[src/rtl/snake_head_stepper.sv]
// rtl/snake_head_stepper.sv - snake head motion stage: tick divider, direction handshake, bounded X/Y stepping
// Optional build macro: SNAKE_WRAP_AROUND_EN (wrap at playfield edges instead of dying)
module snake_head_stepper #(
    parameter int STEP     = 10,
    parameter int X_MAX    = 639,
    parameter int Y_MAX    = 479,
    parameter int X_INIT   = 320,
    parameter int Y_INIT   = 240,
    parameter int TICK_DIV = 5000000
) (
    input  logic       clk,
    input  logic       rst,
    input  logic       start,
    input  logic       pause,
    input  logic       dir_valid,
    input  logic [1:0] dir_req,
    output logic [9:0] head_x,
    output logic [9:0] head_y,
    output logic [1:0] head_dir,
    output logic       moved,
    output logic       dead,
    output logic [1:0] state
);

    localparam logic [1:0] ST_IDLE  = 2'b00;
    localparam logic [1:0] ST_RUN   = 2'b01;
    localparam logic [1:0] ST_PAUSE = 2'b10;
    localparam logic [1:0] ST_DEAD  = 2'b11;

    localparam logic [1:0] DIR_RIGHT = 2'b11;

    localparam int             CW        = $clog2(TICK_DIV);
    localparam logic [CW-1:0]  TICK_LAST = CW'(TICK_DIV - 1);
    localparam logic [CW-1:0]  CNT_ZERO  = '0;
    localparam logic [CW-1:0]  CNT_ONE   = CW'(1);

    localparam logic [10:0] STEP_W  = 11'(STEP);
    localparam logic [10:0] XMAX_W  = 11'(X_MAX);
    localparam logic [10:0] YMAX_W  = 11'(Y_MAX);
    localparam logic [9:0]  XINIT_W = 10'(X_INIT);
    localparam logic [9:0]  YINIT_W = 10'(Y_INIT);

    logic [1:0]    state_next;
    logic [CW-1:0] tick_cnt;
    logic [1:0]    pend_dir;
    logic          tick;
    logic          kill;

    logic          use_x;
    logic          sub_op;
    logic [10:0]   coord;
    logic [10:0]   coord_max;
    logic [10:0]   coord_res;
    logic          violation;
    logic          step_ok;

    logic [1:0]    ref_dir;
    logic          dir_accept;

    assign tick = (state == ST_RUN) && (tick_cnt == TICK_LAST);

    // Step arithmetic: pending direction picks axis and add/sub; 11-bit compare keeps the carry-out
    always_comb begin
        use_x     = pend_dir[1];
        sub_op    = ~pend_dir[0];
        coord     = use_x ? {1'b0, head_x} : {1'b0, head_y};
        coord_max = use_x ? XMAX_W : YMAX_W;
        violation = 1'b0;
        if (sub_op) begin
            violation = (coord < STEP_W);
            coord_res = coord - STEP_W;
`ifdef SNAKE_WRAP_AROUND_EN
            if (violation) begin
                coord_res = coord_max - (STEP_W - 11'd1 - coord);
            end
`endif
        end else begin
            coord_res = coord + STEP_W;
            violation = (coord_res > coord_max);
`ifdef SNAKE_WRAP_AROUND_EN
            if (violation) begin
                coord_res = coord_res - (coord_max + 11'd1);
            end
`endif
        end
`ifdef SNAKE_WRAP_AROUND_EN
        step_ok = 1'b1;
        kill    = 1'b0;
`else
        step_ok = ~violation;
        kill    = tick & violation;
`endif
    end

    // Direction filter: on a tick cycle the reverse check uses the direction being committed now
    always_comb begin
        ref_dir    = tick ? pend_dir : head_dir;
        dir_accept = dir_valid
                     && ((state == ST_RUN) || (state == ST_PAUSE))
                     && (dir_req != (ref_dir ^ 2'b01));
    end

    // FSM state register
    always_ff @(posedge clk) begin
        if (rst) begin
            state <= ST_IDLE;
        end else begin
            state <= state_next;
        end
    end

    // FSM next-state logic; a tick outranks pause in the same cycle
    always_comb begin
        state_next = state;
        case (state)
            ST_IDLE:  if (start) state_next = ST_RUN;
            ST_RUN: begin
                if (kill) begin
                    state_next = ST_DEAD;
                end else if (pause) begin
                    state_next = ST_PAUSE;
                end
            end
            ST_PAUSE: if (!pause) state_next = ST_RUN;
            ST_DEAD:  if (start) state_next = ST_IDLE;
            default:  state_next = ST_IDLE;
        endcase
    end

    // Registered outputs and datapath: counter, pending/committed direction, coordinates, pulses
    always_ff @(posedge clk) begin
        if (rst) begin
            head_x   <= XINIT_W;
            head_y   <= YINIT_W;
            head_dir <= DIR_RIGHT;
            pend_dir <= DIR_RIGHT;
            moved    <= 1'b0;
            dead     <= 1'b0;
            tick_cnt <= CNT_ZERO;
        end else begin
            moved <= 1'b0;
            dead  <= (state_next == ST_DEAD);

            if (state == ST_RUN) begin
                if (tick) begin
                    tick_cnt <= CNT_ZERO;
                end else if (!pause) begin
                    tick_cnt <= tick_cnt + CNT_ONE;
                end
            end else if (state != ST_PAUSE) begin
                tick_cnt <= CNT_ZERO;
            end

            if (tick) begin
                head_dir <= pend_dir;
                if (step_ok) begin
                    if (use_x) begin
                        head_x <= coord_res[9:0];
                    end else begin
                        head_y <= coord_res[9:0];
                    end
                    moved <= 1'b1;
                end
            end

            if (dir_accept) begin
                pend_dir <= dir_req;
            end

            if ((state == ST_DEAD) && start) begin
                head_x   <= XINIT_W;
                head_y   <= YINIT_W;
                head_dir <= DIR_RIGHT;
                pend_dir <= DIR_RIGHT;
            end
        end
    end

endmodule

[config.mk]
export PLATFORM = sky130hd
export DESIGN_NAME = snake_head_stepper
export DESIGN_NICKNAME = d
export VERILOG_FILES = /design/src/rtl/snake_head_stepper.sv
export SDC_FILE = /design/constraint.sdc
export NUM_CORES = 1
export LEC_CHECK = 0
export BUFFER_PORTS_ARGS = -buffer_cell sky130_fd_sc_hd__buf_2
export CAP_MARGIN = 20
export CELL_PAD_IN_SITES_DETAIL_PLACEMENT = 0
export CELL_PAD_IN_SITES_GLOBAL_PLACEMENT = 1
export CORE_MARGIN = 4
export CORE_UTILIZATION = 44
export DETAILED_ROUTE_END_ITERATION = 12
export PLACE_DENSITY_LB_ADDON = 0.25
export REMOVE_ABC_BUFFERS = 1
export SETUP_SLACK_MARGIN = 0.3
export SLEW_MARGIN = 10
export SYNTH_ARGS = -nofsm -noshare
export SYNTH_HDL_FRONTEND = slang
export SYNTH_SLANG_ARGS = --single-unit
[constraint.sdc]
create_clock -name clk -period 5.2 [get_ports clk]
set_input_delay 0.78 -clock clk [delete_from_list [all_inputs] [get_ports clk]]
set_output_delay 0.78 -clock clk [all_outputs]
set_load 0.01 [all_outputs]
==> impl_metrics.ini, run 1 <==
[outcome]
outcome = finished clean

[synthesis]
synth_top_cell_area_share_pct = 30.6
synth_edf_count = 0
synth_common_cells = 52 x nor2_1, 51 x dfxtp_1, 47 x nand2_1
synthAdderAreaFrac_pct = 4.50
ys_top_cells_by_area = dfxtp_1 31%, mux2i_1 7.8%, nor2_1 5.8%
synthDistinctLibCells = 56
synth_cells = 426
synth_top_family_by_area = simple AND/OR/NAND/NOR gates
synth_xor_area_share_pct = 3.94
async_flop_share_pct = 0
yosysTopAreaCell = dfxtp_1
synth_compound_area_share_pct = 20.7
synthFlopType = dfxtp_1
synth_warnings = 0
synth_seq_area_share_pct = 30.6
avgSynthCellArea_um2 = 7.84
synth_seq_cells = 51
synth-simple-area-share_pct = 28.0
muxShareOfSynthArea_pct = 8.81
synth_area_mm2 = 0.00334
yosysMostFrequentCell = nor2_1

[layout]
multi_input_area_mm2 = 0.00221
drive_gt1_share_pct = 11.5
regArea_mm2 = 0.00102
final_util_pct = 49.9
antenna_cells = 0
finalNonFillerCells = 551
fillers = 719
nets = 470
area_delta_synth_final_pct = 9.60

[sta]
rsz0062_at_grt = no
fin_skew_ns = 0.0107
setup-violations-final = 0
slew_headroom_pct = 32.1
tns_ns = 0
fin_ws_ns = 0.703
slew_violations = 0
worstMarginPinSlew_ns = 1.02
hold_viol = 0
fin_crit_ns = 4.50
finalCritPeriodShare_pct = 86.5
fmaxAchievable_mhz = 222

[drt]
via_per_inst = 5.62
totalWireLength_um = 8360
drt_iter0_drc = 194
dr.pass1.iters = 5
dr_total_vias = 3098
final_antenna_net_count = 0
drc = 0
wire_per_inst_um = 15.2

[clock_network]
clk_latency_ns = 0.31
postCtsHoldBufs = 0
post_cts_buffers = 0
cts_tree = built
clockBufferDepth = 2
clkSinkCount = 51
cts_root_buf = clkbuf_8
cts_buffers = 5
h-tree-depth = 2
post_cts_resized = 0
clk_pin_slew_ns = 0.09

[placement]
dp_hpwl_um = 6090
routabilityCongestion = 0.846
dp.cells = 543
port_buffers = 32
dpl_worst_slack_ns = 0.741

[worst_hold_path]
hold_class = reg -> reg

[floorplanning]
dieArea_mm2 = 0.00904
num_rows = 31
ios = 33
die_h_um = 95.1
core_area_mm2 = 0.00733
die_w_um = 95.1
start_util_pct = 45.5

[power_and_ir_drop]
vdd_drop_max_v = 0.0000781
leakage_nw = 1.39
design_power_total_w = 0.000771
power_density_mw_per_mm2 = 211

[global_routing]
overflow = 0
grt_pass1_wl_um = 14100
grt_max_degree = 30
antenna_found_initial = 0
grt.total_usage_pct = 19.4
grt_pass1_vias = 2808

[worst_setup_path]
end_kind = register
cp.required_ns = 5.44
critPathMaxFanout = 16
worstPathArrival_ns = 4.73
start_kind = register
critical_path_class = reg -> reg

[flow_run]
max-cap-violations = 0
-- through the flow --
stage               cell area (um^2)  hold slack, ns
floorplan                       3260           0.456
global route                    3660           0.510
detailed placement              3570           0.473
global placement                3570           0.468
finish                          3660           0.483
CTS                             3660           0.491
-- registers in the layout, indices dropped and copies added (netlist names) --
| name | cells |
|---|---|
| moved | 1 |
| head_dir | 2 |
| head_y | 10 |
| head_x | 10 |
| tick_cnt | 23 |
| state | 2 |
| pend_dir | 2 |
| dead | 1 |
-- layer usage --
layer / vias up / GRT usage [%] / wire length [um]
met5: - / 0 / 0
met4: 0 / 3.97 / 63
met3: 6 / 2.76 / 390
met2: 67 / 28.3 / 3470
met1: 1432 / 30.1 / 4440
li1: 1593 / - / -
-- worst max-delay path: stages, from the launching register on --
cell,delay [ns]
dfxtp_1,0.72
mux2i_1,0.26
inv_1,0.10
ha_1,0.24
o21ai_0,0.10
o21ai_0,0.43
nand4_1,0.18
xnor2_1,0.20
ha_1,0.31
nand3_1,0.08
nor2b_1,0.11
mux2i_1,0.10
o31a_1,0.41
a2111oi_4,0.89
mux2i_1,0.27
-- logic make-up after synthesis --
kind of cell | after synthesis
multiplexers | 29
AND/OR/NAND/NOR | 189
buffers and inverters | 28
AO/OA/AOI/OAI | 102
adder cells (fa/ha/maj) | 12
XOR/XNOR | 15
flip-flops | 51
-- cells in the final DEF, fill, tap and decap left out, types with 4 or more instances in the layout --
cell / Yosys / final
o21ai_0: 23 / 23
xnor2_1: 7 / 7
nor4_1: 5 / 5
nor2b_1: 9 / 9
nand2_1: 47 / 47
dfxtp_1: 51 / 51
mux2i_1: 26 / 26
nand4_1: 4 / 4
xor2_1: 8 / 8
nand2b_1: 10 / 10
nand3_1: 19 / 19
a21o_1: 7 / 7
o211ai_1: 4 / 4
buf_2: 2 / 32
inv_1: 11 / 11
clkbuf_8: 0 / 5
a211oi_1: 7 / 7
and2_1: 4 / 4
a311oi_1: 4 / 4
nor2_1: 52 / 52
or3_1: 9 / 9
nor3_1: 13 / 13
a21oi_1: 30 / 29
ha_1: 12 / 12
-- area by class of cell --
cell class	count	share of cell area [%]
clock buffers	5	1.88
clock inverters	3	0.410
inverters	11	1.13
multi-input cells	347	60.3
flip-flops and latches	51	27.9
well taps	99	3.39
repair buffers	35	4.99
-- power by group --
| group | switching [W] | internal (W) | leakage [nW] |
|---|---|---|---|
| registers | 0.0000107 | 0.000395 | 0.412 |
| logic | 0.0000861 | 0.0000490 | 0.932 |
| clock network | 0.000138 | 0.0000926 | 0.0477 |
-- path summary, 6_finish.rpt --
| kind | start | end | slack (ns) | cells after the start |
|---|---|---|---|---|
| worst max-delay path | pend_dir[1] | head_y[8] | 0.70 | 14 |
| worst min-delay path | head_y[0] | head_y[0] | 0.48 | 2 |
| worst max register to register | pend_dir[1] | head_y[8] | 0.70 | 14 |
| worst min register to register | head_y[0] | head_y[0] | 0.48 | 2 |
Note: power is estimated with default switching activity, not from simulation.
==> inputs of run 2 (changes only) <==
Settings changed: RECOVER_POWER from default to 100.
==> run 2 against run 1 <==
Utilization down 0.58 points. Final cell count unchanged. First-iteration DRC count down 30%. Combinational power about the same. Maximum frequency about the same. Sequential power about the same. Setup slack worse by 0.0034 ns. Clock skew about the same. Sequential share of layout area up 0.33 points. Hold slack better by 0.0040 ns. Critical path type unchanged. Largest cell class unchanged.
==> impl_metrics.ini, run 2 (synthesis results as in run 1) <==
[layout]
nets = 470
drive_gt1_share_pct = 5.09
finalNonFillerCells = 551
antenna_cells = 0
area_delta_synth_final_pct = 8.32
fillers = 733
largest_reg_flops = 23
regMostFlops = tick_cnt
layout_commonest_cell = nor2_1
top_regs = tick_cnt (23), head_x (10), head_y (10)
final_cell_mix = 52 x nor2_1, 51 x dfxtp_1, 47 x nand2_1
regArea_mm2 = 0.00102
multi_input_area_mm2 = 0.00220

[worst_setup_path]
cp.required_ns = 5.43
worstPathArrival_ns = 4.73
cpMostUsedCell = mux2i_1
timing.rr.start = pend_dir[1]
critPathLaunch = pend_dir[1]
end_kind = register
critPathMaxFanout = 16
critical_path_class = reg -> reg
crit_path_max_incr_delay_ns = 0.72
critical_path.cell_chain = mux2i_1, inv_1, ha_1, o21ai_0, o21ai_0, nand4_1, xnor2_1, ha_1, nand3_1, nor2_1, mux2i_1, and2_1, o21ai_1, a211oi_1, clkbuf_1, mux2i_1
start_kind = register
crit_slowest_cell = dfxtp_1

[global_routing]
overflow = 0
grt_pass1_vias = 2808
grt_max_degree = 30
antenna_found_initial = 0
grt.total_usage_pct = 19.4
grt.met1_usage_pct = 30.1
top_usage_layer = met1
grt_pass1_wl_um = 14100
grt_use_met2_pct = 28.3
use_met3_pct = 2.76

[clock_network]
clk_latency_ns = 0.31
postCtsHoldBufs = 0
h-tree-depth = 2
cts_buffers = 5
clk_pin_slew_ns = 0.10
cts_root_buf = clkbuf_8
clockBufferDepth = 2
clkSinkCount = 51
cts_tree = built
post_cts_buffers = 0
post_cts_resized = 0

[sta]
slew_headroom_pct = 5.90
finalCritPeriodShare_pct = 86.5
setup-violations-final = 0
fin_skew_ns = 0.0107
fmaxAchievable_mhz = 222
fin_crit_ns = 4.50
tns_ns = 0
slew_violations = 0
worstMarginPinSlew_ns = 1.41
rsz0062_at_grt = no
hold_viol = 0

[floorplanning]
start_util_pct = 45.5
core_area_mm2 = 0.00733
die_w_um = 95.1
dieArea_mm2 = 0.00904
ios = 33
num_rows = 31
die_h_um = 95.1

[power_and_ir_drop]
design_power_total_w = 0.000770
power_density_mw_per_mm2 = 213
vdd_drop_max_v = 0.0000787
leakage_nw = 1.30

[placement]
routabilityCongestion = 0.846
port_buffers = 32
dp_hpwl_um = 6090
dp.cells = 543

[drt]
drc = 0
dr_total_vias = 3132
via_per_inst = 5.68
dr.pass1.iters = 5
wire_per_inst_um = 15.2
drt_iter0_drc = 135
final_antenna_net_count = 0
totalWireLength_um = 8380

[worst_hold_path]
hold_class = reg -> reg
min_from = head_y[0]

[flow_run]
max-cap-violations = 0

[outcome]
outcome = finished clean
==> run 2: cell count changes in the layout (fill, tap and decap cells not counted) <==
| cell | before | now |
|---|---|---|
| buf_2 | 32 | 5 |
| a21boi_1 | 1 | 0 |
| a211oi_2 | 1 | 0 |
| buf_4 | 3 | 2 |
| a211oi_1 | 7 | 8 |
| clkbuf_1 | 0 | 28 |
| a21boi_0 | 1 | 2 |
==> run 2: final timing paths <==
path               endpoint  slack [ns]  depth (start not counted)
setup / recovery  head_x[8]        0.70                         16
hold / removal    head_y[0]        0.49                          2
setup reg to reg  head_x[8]        0.70                         16
hold reg to reg   head_y[0]        0.49                          2
==> run 2: area by class of cell <==
class                   count  share of cell area (%)
clock inverters             3                   0.415
repair buffers             35                    4.01
flip-flops and latches     51                    28.2
inverters                  11                    1.14
clock buffers               5                    1.90
well taps                  99                    3.43
multi-input cells         347                    60.9
==> run 2: stage by stage <==
step	hold slack [ns]	area, um^2	setup WS (ns)	util (%)
6_report	0.487	3620	0.700	49.3
5_1_grt	0.511	3620	0.315	49.3
4_1_cts	0.491	3660	0.716	49.9
3_5_place_dp	0.473	3570	0.741	48.8
3_3_place_gp	0.468	3570	0.922	48.8
2_1_floorplan	0.456	3260	0.948	-
==> run 2: power breakdown <==
part	total, W	internal (W)	switching [W]
registers	0.000405	0.000395	0.0000107
logic	0.000134	0.0000483	0.0000856
clock network	0.000231	0.0000927	0.000138
total	0.000770	0.000536	0.000234
==> run 2: layer usage <==
| metal | vias up | wire, um |
|---|---|---|
| li1 | 1593 | - |
| met3 | 6 | 384 |
| met2 | 64 | 3500 |
| met1 | 1469 | 4430 |
| met5 | - | 0 |
| met4 | 0 | 63 |
==> run 2: worst max-delay path: cells and delay by family (launching register included) <==
family	cells	cell delay, ns
compound gates	4	1.00
xor+xnor	1	0.26
fa+ha+maj	2	0.53
buf+inv	2	0.70
flops	1	0.72
mux	3	0.74
simple gates	4	0.48
